### config.mk
export PLATFORM = sky130hd
export DESIGN_NAME = dma_reg_responder
export DESIGN_NICKNAME = d
export VERILOG_FILES = /design/src/rtl/dma_reg_responder.sv
export SDC_FILE = /design/constraint.sdc
export NUM_CORES = 1
export LEC_CHECK = 0
export ABC_AREA = 0
export CAP_MARGIN = 10
export CORE_UTILIZATION = 55
export CTS_BUF_LIST = sky130_fd_sc_hd__clkbuf_16
export CTS_CLUSTER_SIZE = 12
export DETAILED_ROUTE_END_ITERATION = 12
export DONT_BUFFER_PORTS = 1
export PLACE_DENSITY = 0.78
export SLEW_MARGIN = 20
export SYNTH_ARGS = -nofsm -noshare
export SYNTH_HDL_FRONTEND = slang
export SYNTH_SLANG_ARGS = --single-unit
### constraint.sdc
create_clock -name clk -period 2.6 [get_ports clk]
set_clock_uncertainty 0.15 [all_clocks]
set_input_delay 0.52 -clock clk [delete_from_list [all_inputs] [get_ports clk]]
set_output_delay 0.52 -clock clk [all_outputs]
set_load 0.02 [all_outputs]
### src/rtl/dma_reg_responder.sv
// DMA register-bus responder: programming registers plus a word-countdown transfer engine.
// Define DMA_REG_ERR_EN to add ERROR_STATUS at 0x18 and the INTR err_status/err_mask bits.
module dma_reg_responder #(
    parameter logic [31:0] BASE_ADDR = 32'h400,
    parameter int          CNT_W     = 15
) (
    input  logic        clk,
    input  logic        rst_n,
    input  logic        wr_en,
    input  logic        rd_en,
    input  logic [31:0] addr,
    input  logic [31:0] wdata,
    output logic [31:0] rdata,
    output logic        intr,
    output logic        busy
);
    typedef enum logic [1:0] {S_IDLE, S_BUSY, S_DONE} state_t;

    localparam logic [2:0] IDX_INTR   = 3'd0;
    localparam logic [2:0] IDX_CTRL   = 3'd1;
    localparam logic [2:0] IDX_IO     = 3'd2;
    localparam logic [2:0] IDX_MEM    = 3'd3;
    localparam logic [2:0] IDX_STATUS = 3'd4;
    localparam logic [2:0] IDX_TOTAL  = 3'd5;
    localparam logic [2:0] IDX_ERR    = 3'd6;

`ifdef DMA_REG_ERR_EN
    localparam logic [31:0] LAST_OFS = 32'h18;
`else
    localparam logic [31:0] LAST_OFS = 32'h14;
`endif

    state_t           r_state;
    logic             r_busy;
    logic             r_done_status;
    logic             r_done_mask;
    logic             r_done;
    logic             r_io_mem;
    logic [CNT_W-1:0] r_w_count;
    logic [CNT_W-1:0] r_rem;
    logic [31:0]      r_io_addr;
    logic [31:0]      r_mem_addr;
    logic [31:0]      r_xfer_total;
    logic [31:0]      r_rdata;

    logic [31:0]      w_offset;
    logic             w_mapped;
    logic [2:0]       w_idx;
    logic             w_wr_intr;
    logic             w_wr_ctrl;
    logic             w_wr_io;
    logic             w_wr_mem;
    logic [CNT_W-1:0] w_new_count;
    logic             w_start_req;
    logic             w_start_ok;
    logic             w_err_any;
    logic             w_err_intr;
    logic [31:0]      w_rdata;
    logic             w_unused;

    // Offsets below BASE_ADDR wrap to huge values and so decode as unmapped.
    assign w_offset    = {addr[31:2], 2'b00} - BASE_ADDR;
    assign w_mapped    = (w_offset <= LAST_OFS);
    assign w_idx       = w_offset[4:2];

    assign w_wr_intr   = wr_en & w_mapped & (w_idx == IDX_INTR);
    assign w_wr_ctrl   = wr_en & w_mapped & (w_idx == IDX_CTRL);
    assign w_wr_io     = wr_en & w_mapped & (w_idx == IDX_IO);
    assign w_wr_mem    = wr_en & w_mapped & (w_idx == IDX_MEM);

    assign w_new_count = wdata[CNT_W:1];
    assign w_start_req = w_wr_ctrl & wdata[0];
    assign w_start_ok  = w_start_req & (r_state == S_IDLE) & (w_new_count != '0);

    assign w_unused    = &{1'b0, addr[1:0], wdata[31:17]};

    always_ff @(posedge clk or negedge rst_n) begin
        if (!rst_n) begin
            r_state       <= S_IDLE;
            r_busy        <= 1'b0;
            r_rem         <= '0;
            r_xfer_total  <= '0;
            r_done        <= 1'b0;
            r_done_status <= 1'b0;
        end else begin
            case (r_state)
                S_IDLE: begin
                    if (w_start_ok) begin
                        r_state <= S_BUSY;
                        r_busy  <= 1'b1;
                        r_rem   <= w_new_count;
                        r_done  <= 1'b0;
                    end
                end
                S_BUSY: begin
                    r_rem        <= r_rem - CNT_W'(1);
                    r_xfer_total <= r_xfer_total + 32'd1;
                    if (r_rem == CNT_W'(1)) begin
                        r_state <= S_DONE;
                        r_busy  <= 1'b0;
                    end
                end
                S_DONE: begin
                    r_state <= S_IDLE;
                    r_done  <= 1'b1;
                end
                default: begin
                    r_state <= S_IDLE;
                    r_busy  <= 1'b0;
                end
            endcase

            // Completion beats a same-cycle W1C of done_status.
            if (r_state == S_DONE) begin
                r_done_status <= 1'b1;
            end else if (w_wr_intr && wdata[0]) begin
                r_done_status <= 1'b0;
            end
        end
    end

    always_ff @(posedge clk or negedge rst_n) begin
        if (!rst_n) begin
            r_done_mask <= 1'b1;
            r_w_count   <= '0;
            r_io_mem    <= 1'b0;
            r_io_addr   <= '0;
            r_mem_addr  <= '0;
        end else begin
            if (w_wr_intr) begin
                r_done_mask <= wdata[16];
            end
            if (w_wr_ctrl) begin
                r_w_count <= w_new_count;
                r_io_mem  <= wdata[16];
            end
            if (w_wr_io) begin
                r_io_addr <= wdata;
            end
            if (w_wr_mem) begin
                r_mem_addr <= wdata;
            end
        end
    end

`ifdef DMA_REG_ERR_EN
    logic [2:0] r_err;
    logic       r_err_status;
    logic       r_err_mask;
    logic       w_wr_err;
    logic [2:0] w_err_set;
    logic [2:0] w_err_clr;

    assign w_wr_err  = wr_en & w_mapped & (w_idx == IDX_ERR);
    assign w_err_set = {w_start_req & (r_state == S_IDLE) & (w_new_count == '0),
                        w_start_req & (r_state != S_IDLE),
                        (wr_en | rd_en) & ~w_mapped};
    assign w_err_clr = w_wr_err ? wdata[2:0] : 3'b000;

    // New error events win over a same-cycle W1C, matching done_status.
    always_ff @(posedge clk or negedge rst_n) begin
        if (!rst_n) begin
            r_err        <= '0;
            r_err_status <= 1'b0;
            r_err_mask   <= 1'b0;
        end else begin
            r_err        <= (r_err & ~w_err_clr) | w_err_set;
            r_err_status <= (|w_err_set) | (r_err_status & ~(w_wr_intr & wdata[1]));
            if (w_wr_intr) begin
                r_err_mask <= wdata[17];
            end
        end
    end

    assign w_err_any  = |r_err;
    assign w_err_intr = r_err_status & r_err_mask;
`else
    assign w_err_any  = 1'b0;
    assign w_err_intr = 1'b0;
`endif

    always_comb begin
        w_rdata = '0;
        case (w_idx)
            IDX_INTR: begin
                w_rdata[0]  = r_done_status;
                w_rdata[16] = r_done_mask;
`ifdef DMA_REG_ERR_EN
                w_rdata[1]  = r_err_status;
                w_rdata[17] = r_err_mask;
`endif
            end
            IDX_CTRL: begin
                w_rdata[CNT_W:1] = r_w_count;
                w_rdata[16]      = r_io_mem;
            end
            IDX_IO:     w_rdata = r_io_addr;
            IDX_MEM:    w_rdata = r_mem_addr;
            IDX_STATUS: begin
                w_rdata[0]          = r_busy;
                w_rdata[1]          = r_done;
                w_rdata[2]          = w_err_any;
                w_rdata[16 +: CNT_W] = r_rem;
            end
            IDX_TOTAL:  w_rdata = r_xfer_total;
`ifdef DMA_REG_ERR_EN
            IDX_ERR:    w_rdata[2:0] = r_err;
`endif
            default:    w_rdata = '0;
        endcase
        if (!w_mapped) begin
            w_rdata = '0;
        end
    end

    // Read data is captured from pre-edge register values, so a same-cycle write is not seen.
    always_ff @(posedge clk or negedge rst_n) begin
        if (!rst_n) begin
            r_rdata <= '0;
        end else if (rd_en) begin
            r_rdata <= w_rdata;
        end
    end

    assign rdata = r_rdata;
    assign busy  = r_busy;
    assign intr  = (r_done_status & r_done_mask) | w_err_intr;

endmodule

# After elaboration in Yosys (flattened, before gate mapping)
# Cells that the tools add are included.
# totals
input_bits	68
ff_bits	165
output_inout_bits	34
elab_cells	66
# classes
n_reduce_logical	11
order_cmp	1
n_mux	19
n_eq_ne	10
bitwise	10
n_addsub	3
# ops
cell	n
one-hot mux 14 bit (4 select lines)	1
one-hot mux 13 bit (4 select lines)	1
adder 32 x 1 -> 32 bit, second input constant	1
less-or-equal comparator 32 x 5 -> 1 bit, second input constant	1
2-to-1 mux 32 bit	1
subtractor 32 x 11 -> 32 bit, second input constant	1
one-hot mux 15 bit (2 select lines)	1
equality test 15 x 1 -> 1 bit, second input constant	1
2-to-1 mux 15 bit	1
nonzero test 15 bit	1
subtractor 15 x 1 -> 15 bit, second input constant	1
one-hot mux 2 bit (5 select lines)	1
AND 1 bit	9
equality test 3 x 2 -> 1 bit, second input constant	2
equality test 3 bit, second input constant	2
one-hot mux 1 bit (3 select lines)	2
one-hot mux 1 bit (6 select lines)	1
AND reduction 2 bit	3
nonzero test 2 bit	3
2-to-1 mux 1 bit	5
one-hot mux 1 bit (5 select lines)	1
2-to-1 mux 2 bit	2
!= test 2 bit, second input constant	2
one-hot mux 2 bit (2 select lines)	1
other kinds (9)	9

# Logic depth before layout (Yosys ltp)
# Gate-level depths: netlist of the first run.
# depth
depth_word	9
ltp_mapped	8
mapped_depth_nobuf	8

# Least setup slack after synthesis of the first run
# No wires, ideal clock.
# synth_path
path_kind	input to register
startpoint	in addr[12]
endpoint	reg r_w_count[10]
setup_time_ps	125
required_ps	2325
cell_stages	8
n_path_buf	2
path_slack_ps	-239
t_arrival_ps	2564
cell_sequence	nor4_4 > nand4_1 > maj3_2 > or3_1 > buf_6 > nor3_4 > buf_12 > mux2_4
# synth_via
elab_chain_cells	4
# synth_rtl
element	line_no	source
start: declaration	11	input logic [31:0] addr,
subtractor 32 x 11 -> 32 bit	62	assign w_offset = {addr[31:2], 2'b00} - BASE_ADDR;
less-or-equal comparator 32 x 5 -> 1 bit	63	assign w_mapped = (w_offset <= LAST_OFS);
AND 1 bit (2 in a row)	67	assign w_wr_ctrl = wr_en & w_mapped & (w_idx == IDX_CTRL);
end signal: assignment	134	r_w_count <= w_new_count;
end: declaration	39	logic [CNT_W-1:0] r_w_count;
# Every way passes these cells.
# A chain may end at the register's enable or synchronous reset.

# Final worst setup path of the first run
# layout_path
startpoint	in addr[12]
endpoint	reg r_io_addr[1]
# layout_via
elab_chain_cells	4
# layout_rtl
element	line_no	source
subtractor 32 x 11 -> 32 bit	62	
less-or-equal comparator 32 x 5 -> 1 bit	63	
AND 1 bit (2 in a row)	68	assign w_wr_io = wr_en & w_mapped & (w_idx == IDX_IO);
end signal: assignment	138	r_io_addr <= wdata;
end: declaration	41	logic [31:0] r_io_addr;
# Every way passes these cells.

==> impl_summary.txt, run 1 <==
----------------------------------------------------
[Worst hold path]
  Worst hold path type ... input pin to async pin

[Setup path]
  Critical Path, Cell by Cell ... nor3_1 > nand4_1 > buf_4 > o31ai_1 > buf_4 > nand3_2 > buf_4 > nor3_4 > buf_12 > mux2_2
  Critical Path Most Common Cell ... sky130_fd_sc_hd__buf_4
  Worst Path Arrival ... 2.66 ns
  Crit. Startpoint ... addr[12]
  Startpoint of the worst register-to-register path ... r_rem[10]
  Worst setup endpoint ... r_io_addr[1]
  Slowest cell on the critical path ... sky130_fd_sc_hd__mux2_2
  CP Class ... input pin to register
  Largest stage delay, worst path ... 0.35 ns
  Crit start category ... input pin
  Setup slack of the worst register-to-register path ... 0.36 ns
  Largest fanout on the critical path ... 14
  Reg2reg path depth ... 6
  Critical Path Sink Type ... register
  End of the worst register-to-register path ... busy
  Data required, critical path ... 2.76 ns

[Flow run]
  Reported max-cap violation count ... 0

[Clocking]
  CTS max path bufs ... 2
  Clk sinks ... 165
  H-tree levels ... 4
  Post-CTS setup buffer count ... 0
  Clock insertion delay at the later pin of the skew report ... 0.43 ns
  CTS root buf ... sky130_fd_sc_hd__clkbuf_16
  Total CTS buffers ... 17
  CTS tree ... built
  Clock edge transition at the registers on the reported setup and hold paths ... 0.06 ns

[Yosys]
  Share of synthesized flip-flops with an asynchronous set or reset ... 100%
  Mapped Area ... 0.00797 mm^2
  Number of instances in the synthesized netlist ... 684
  Number of warnings printed during yosys synthesis ... 0
  Number of synthesized flops with an enable pin ... 0
  Number of different library cells in the post-synthesis netlist ... 64
  Number of register bits inferred by synthesis ... 165
  Synthesized area per cell ... 11.6 um^2
  Dominant register cell in the synthesized netlist ... sky130_fd_sc_hd__dfrtp_1
  Net count of the mapped netlist ... 755
  Sequential cell area fraction in the yosys report ... 51.8%

[Floorplanning]
  Core outline area ... 0.0140 mm^2
  Die height ... 122 um
  Die width ... 122 um
  Floorplan die area ... 0.0150 mm^2
  Boundary Pins ... 102
  Initial cell density of the core ... 56.9%
  Row Count ... 43

[Route]
  Routed wire length ... 20200 um
  Count of nets left with antenna violations after detail routing ... 0
  Initial DRT Pass Iterations ... 5
  Number of vias per cell after detailed routing ... 6.57
  DR DRC count ... 0
  Via count ... 5937
  Number of DRC markers in iteration 0 ... 535
  Wire length per cell after detailed routing ... 22.3 um

[Power and ir drop]
  Power after layout ... 0.00495 W
  Power density relative to cell area ... 545 mW/mm^2
  IR drop worst, VDD ... 0.000482 V
  LEAKAGE ... 4.08 nW

[STA]
  Setup TNS ... 0 ns
  Final hold violation count ... 165
  Worst slew slack as a fraction of its limit ... 70.4%
  Measured slew at the worst slew-check pin ... 0.439 ns
  Number of pins exceeding their max-slew limit in the final report ... 0
  Setup repair after global routing missed its margin ... false
  Final critical-path required period ... 2.50 ns
  Highest clock rate ... 400 MHz
  Final worst hold slack ... -0.361 ns
  Part of the cycle the worst path needs ... 96.2%
  Finish-stage setup viols ... 0

[Global route]
  Maximum number of pins on one net before global-route repair ... 166
  Total routing usage reported by global routing ... 29.0%
  Initial antenna violation count ... 0
  Global-route wire length before repair ... 32800 um
  Via count of the first global-routing pass ... 6211
  Overflow left after global routing ... 0

[Run status]
  Result of the run ... complete, but fails checks
  Violations in the final reports ... negative hold slack

[Finish]
  Top library cells by usage in the layout, fill and taps aside ... sky130_fd_sc_hd__dfrtp_1, sky130_fd_sc_hd__a22oi_1, sky130_fd_sc_hd__mux2_4, sky130_fd_sc_hd__buf_4, sky130_fd_sc_hd__mux2_2
  Layout cell share with drive strength beyond 1 ... 24.4%
  Antenna Diode Count ... 0
  Most common library cell in the layout ignoring fill and taps ... sky130_fd_sc_hd__dfrtp_1
  Count of nets after finishing ... 784
  Layout overhead on the synthesized area ... 13.9%

[Placement]
  HPWL after detailed placement ... 13400 um
  Buffers added on ports ... 0
  Final RePlAce weighted congestion ... 0.879

----------------------------------------------------
==> routing by layer <==
layer | GRT usage, % | share of wire, %
met5 | 0 | 0
met4 | 10.7 | 1.7
met3 | 6.23 | 6.0
met2 | 47.1 | 49
met1 | 38.2 | 43
==> cell usage after synthesis (7+ instances only) <==
| cell type | count | share of area [%] |
|---|---|---|
| sky130_fd_sc_hd__mux2_4 | 10 | 1.9 |
| sky130_fd_sc_hd__nor4_1 | 9 | 0.71 |
| sky130_fd_sc_hd__a22oi_1 | 58 | 5.5 |
| sky130_fd_sc_hd__dfrtp_1 | 164 | 52 |
| sky130_fd_sc_hd__nand2_1 | 31 | 1.5 |
| sky130_fd_sc_hd__buf_6 | 7 | 0.99 |
| sky130_fd_sc_hd__a31oi_1 | 10 | 0.79 |
| sky130_fd_sc_hd__mux2_1 | 12 | 1.7 |
| sky130_fd_sc_hd__xor2_1 | 11 | 1.2 |
| sky130_fd_sc_hd__a21oi_1 | 35 | 2.2 |
| sky130_fd_sc_hd__inv_1 | 11 | 0.52 |
| sky130_fd_sc_hd__clkbuf_1 | 24 | 1.1 |
| sky130_fd_sc_hd__nand3_1 | 19 | 1.2 |
| sky130_fd_sc_hd__nor2_1 | 30 | 1.4 |
| sky130_fd_sc_hd__o21ai_0 | 10 | 0.63 |
| sky130_fd_sc_hd__xnor2_1 | 22 | 2.4 |
| sky130_fd_sc_hd__and3_1 | 14 | 1.1 |
| sky130_fd_sc_hd__mux2_2 | 61 | 8.6 |
| sky130_fd_sc_hd__a22o_1 | 33 | 3.6 |
| sky130_fd_sc_hd__nand4_1 | 14 | 1.1 |
| sky130_fd_sc_hd__nor3_1 | 15 | 0.94 |
==> flip-flops by register name, summed over array words and instances (netlist names) <==
| name | cells |
|---|---|
| r_done_mask | 1 |
| r_mem_addr | 32 |
| r_done_status | 1 |
| r_w_count | 15 |
| r_xfer_total | 32 |
| r_io_addr | 32 |
| busy | 1 |
| r_done | 1 |
| r_io_mem | 1 |
| r_state | 2 |
| r_rem | 15 |
| rdata | 32 |
==> critical path, delay by kind of cell <==
kind | cells | cell delay (ns)
AO/OA/AOI/OAI | 1 | 0.23
multiplexers | 1 | 0.35
buffers and inverters | 4 | 0.74
AND/OR/NAND/NOR | 4 | 0.81
==> logic make-up (layout without fill, tap and decap cells) <==
logic type / count (synthesis) / in the layout / synth area share, %
AOI/OAI and AO/OA: 178 / 178 / 16.3
and+or+nand+nor: 169 / 169 / 11.9
DFF: 165 / 165 / 51.8
xor gates and xnor gates: 33 / 33 / 3.63
adders and majority gates: 4 / 4 / 0.613
buffers and inverters: 49 / 89 / 3.22
muxes: 86 / 86 / 12.6
==> layout make-up <==
type | instances | area [um^2]
flip-flops and latches | 165 | 4130
well taps | 180 | 225
clock inverters | 13 | 93.8
inverters | 12 | 45.0
multi-input cells | 470 | 3720
fillers | 1077 | 4920
repair buffers | 47 | 428
clock buffers | 17 | 425
==> worst min path at each step <==
| stage | start | to | slack [ns] | cells after the start |
|---|---|---|---|---|
| 2_1_floorplan | rst_n | busy | 0.07 | 0 |
| 3_3_place_gp | rst_n | r_io_addr[25] | 0.08 | 0 |
| 3_5_place_dp | rst_n | rdata[25] | 0.08 | 0 |
| 4_1_cts | rst_n | r_mem_addr[24] | -0.38 | 0 |
| 5_1_grt | rst_n | rdata[25] | -0.38 | 0 |
| 6_report | rst_n | r_mem_addr[25] | -0.36 | 0 |
==> report_power, final <==
group	internal, W	switching, W	leakage [nW]
Clock	0.00128	0.000980	0.263
Sequential	0.00257	0.0000000000165	2.23
Combinational	0.0000420	0.0000740	1.59
==> repair_timing <==
item | CTS | global route
hold endpoints to repair | 165 | 165
endpoints found under the setup margin | 0 | 65
resized for setup | 0 | 3
==> stage by stage <==
stage,cells,cell area (um^2),worst slack (ns),utilization (%)
6_report,904,9070,0.0990,64.8
5_1_grt,904,9070,0.00936,64.8
4_1_cts,904,9060,0.0417,64.7
3_5_place_dp,874,8540,-0.396,61.0
3_3_place_gp,874,8540,-0.342,61.0
2_1_floorplan,684,8080,-0.191,-
(Power assumes the default switching activity.)
==> inputs of run 2 (changes only) <==
- CORE_ASPECT_RATIO: not set -> 0.6
==> run 2 against run 1 <==
The run still ends with negative hold slack left. Design area grew 3.0%. Critical path type unchanged. Die area grew 0.11%. Sequential share of layout area fell by 1.3 points. Worst setup slack lost 0.060 ns. Routed wire length grew 10%. Power rose by 5.2%. Critical endpoint is now r_io_addr[24]. Maximum frequency down 2.3%.
==> impl_summary.txt, run 2 (synthesis results as in run 1) <==
----------------------------------------------------
[Setup path]
  Crit start category ... input pin
  Worst Path Arrival ... 2.73 ns (+0.07 ns)
  End of the worst register-to-register path ... r_rem[14]
  Data required, critical path ... 2.77 ns (about the same)
  Largest fanout on the critical path ... 10 (-4)
  Critical Path Sink Type ... register
  Reg2reg path depth ... 5 (-1)
  Setup slack of the worst register-to-register path ... 0.40 ns (+0.04 ns)
  CP Class ... input pin to register
  Crit. Startpoint ... addr[10]
  Startpoint of the worst register-to-register path ... r_rem[10]

[Finish]
  Layout cell share with drive strength beyond 1 ... 27.1% (+2.6 points)
  Storage element area ... 0.00413 mm^2 (unchanged)
  Area used by multi-input combinational logic ... 0.00374 mm^2 (+0.57%)
  Post-Layout Cell Count ... 931 (+3.0%)
  Final core area utilization ... 67.3% (+2.5 points)
  Filler cells ... 991 (-8.0%)
  Count of nets after finishing ... 797 (+1.7%)
  Antenna Diode Count ... 0 (unchanged)
  Layout overhead on the synthesized area ... 17.2%
  Top library cells by usage in the layout, fill and taps aside ... sky130_fd_sc_hd__dfrtp_1, sky130_fd_sc_hd__a22oi_1, sky130_fd_sc_hd__buf_4
  Most common library cell in the layout ignoring fill and taps ... sky130_fd_sc_hd__dfrtp_1

[Clocking]
  Clk sinks ... 165 (unchanged)
  CTS max path bufs ... 2 (unchanged)
  H-tree levels ... 4 (unchanged)
  CTS tree ... built
  Clock edge transition at the registers on the reported setup and hold paths ... 0.07 ns (about the same)
  Clock insertion delay at the later pin of the skew report ... 0.43 ns (about the same)
  Total CTS buffers ... 17 (unchanged)
  CTS root buf ... sky130_fd_sc_hd__clkbuf_16

[Floorplanning]
  Die height ... 95.2 um (-22%)
  Core outline area ... 0.0139 mm^2 (-0.82%)
  Initial cell density of the core ... 57.4% (+0.47 points)
  Die width ... 157 um (+29%)
  Floorplan die area ... 0.0150 mm^2 (+0.11%)
  Row Count ... 33 (-23%)
  Boundary Pins ... 102 (unchanged)

[Power and ir drop]
  Power density relative to cell area ... 558 mW/mm^2 (+2.2%)
  LEAKAGE ... 4.20 nW (+2.9%)
  Power after layout ... 0.00521 W (+5.2%)
  IR drop worst, VDD ... 0.000274 V (-43%)

[STA]
  Setup TNS ... 0 ns (unchanged)
  Number of pins exceeding their max-slew limit in the final report ... 0 (unchanged)
  Part of the cycle the worst path needs ... 98.5% (+2.3 points)
  Measured slew at the worst slew-check pin ... 0.478 ns (+0.0388 ns)
  Final critical-path required period ... 2.56 ns (+0.0595 ns)
  Highest clock rate ... 391 MHz (-2.3%)
  Final worst hold slack ... -0.369 ns (-0.00836 ns)
  Worst Slack Setup Final ... 0.0394 ns (-0.0595 ns)
  Worst slew slack as a fraction of its limit ... 67.3% (-3.1 points)
  Final hold violation count ... 165 (unchanged)
  Finish-stage setup viols ... 0 (unchanged)

[Placement]
  Final RePlAce weighted congestion ... 0.907 (+3.3%)
  Buffers added on ports ... 0 (unchanged)
  HPWL after detailed placement ... 15100 um (+13%)
  Worst slack at placement ... -0.456 ns (-0.0605 ns)
  Number of instances in the placed design ... 892 (+2.1%)

[Route]
  Via count ... 6214 (+4.7%)
  Count of nets left with antenna violations after detail routing ... 0 (unchanged)
  Number of DRC markers in iteration 0 ... 649 (+21%)
  Number of vias per cell after detailed routing ... 6.67 (+1.6%)
  Routed wire length ... 22200 um (+10%)
  Wire length per cell after detailed routing ... 23.9 um (+7.1%)
  Initial DRT Pass Iterations ... 5 (unchanged)
  DR DRC count ... 0 (unchanged)

[Global route]
  Maximum number of pins on one net before global-route repair ... 166 (unchanged)
  Initial antenna violation count ... 0 (unchanged)
  Via count of the first global-routing pass ... 6128 (-1.3%)
  Total routing usage reported by global routing ... 31.2% (+2.2 points)
  Global-route wire length before repair ... 34400 um (+4.8%)
  Overflow left after global routing ... 0 (unchanged)

[Run status]
  Violations in the final reports ... negative hold slack
  Result of the run ... complete, but fails checks

[Worst hold path]
  Worst hold path type ... input pin to async pin

[Flow run]
  Reported max-cap violation count ... 0 (unchanged)

----------------------------------------------------
==> run 2: changes by cell type in the layout (fill, tap and decap cells not counted), moves of 2 or more <==
cell | before | now
sky130_fd_sc_hd__buf_12 | 6 | 8
sky130_fd_sc_hd__buf_4 | 41 | 47
sky130_fd_sc_hd__buf_6 | 0 | 3
sky130_fd_sc_hd__clkinv_1 | 3 | 0
sky130_fd_sc_hd__clkinv_2 | 4 | 2
sky130_fd_sc_hd__clkinvlp_4 | 1 | 3
sky130_fd_sc_hd__inv_6 | 1 | 4
sky130_fd_sc_hd__nor4_1 | 8 | 6
sky130_fd_sc_hd__nor4_2 | 1 | 3
==> run 2: per-stage QoR <==
step | cell area (um^2) | hold slack (ns)
4_1_cts | 9250 | -0.376
5_1_grt | 9340 | -0.382
6_report | 9340 | -0.369
2_1_floorplan | 8080 | 0.0744
3_3_place_gp | 8610 | 0.0784
3_5_place_dp | 8610 | 0.0782
==> run 2: timing repair <==
action | CTS | global route
hold endpoints to repair | 165 | 165
pin swaps | 0 | 6
gates resized for setup | 2 | 11
cloned | 1 | 1
setup endpoints to repair | 7 | 80
setup buffers | 2 | 3
==> run 2: worst max-delay path by stage <==
| stage | endpoint | slack [ns] | cells past startpoint |
|---|---|---|---|
| finish | r_io_addr[24] | 0.04 | 9 |
| global route | r_mem_addr[19] | -0.02 | 9 |
| CTS | r_io_addr[1] | 0.007 | 11 |
| detailed placement | r_rem[13] | -0.46 | 10 |
| global placement | r_rem[11] | -0.44 | 10 |
| floorplan | r_mem_addr[2] | -0.19 | 8 |
==> run 2: worst max-delay path, stage by stage <==
cell and delay, ns:
sky130_fd_sc_hd__nor3_4 0.33, sky130_fd_sc_hd__nand4_1 0.14, sky130_fd_sc_hd__maj3_2 0.32, sky130_fd_sc_hd__or3_1 0.36
sky130_fd_sc_hd__buf_6 0.16, sky130_fd_sc_hd__nor3_4 0.24, sky130_fd_sc_hd__buf_4 0.17, sky130_fd_sc_hd__buf_12 0.15
sky130_fd_sc_hd__mux2_4 0.32
==> run 2: final cells by class <==
class,instances,area share [%]
inverters,12,0.482
multi-input cells,470,40.1
clock buffers,17,4.56
repair buffers,60,6.42
flip-flops and latches,165,44.2
well taps,192,2.57
clock inverters,15,1.66
==> run 2: routing by layer <==
| layer | global-route usage [%] | wire [um] |
|---|---|---|
| met1 | 44.1 | 9830 |
| met5 | 0 | 0 |
| met2 | 46.1 | 9840 |
| met4 | 10.4 | 292 |
| met3 | 8.95 | 2280 |
==> run 2: report_power, final <==
group | switching [W] | leakage (nW) | internal (W)
logic | 0.0000785 | 1.68 | 0.0000480
registers | 0.0000000000167 | 2.23 | 0.00257
clock network | 0.00109 | 0.285 | 0.00142
total | 0.00117 | 4.20 | 0.00404
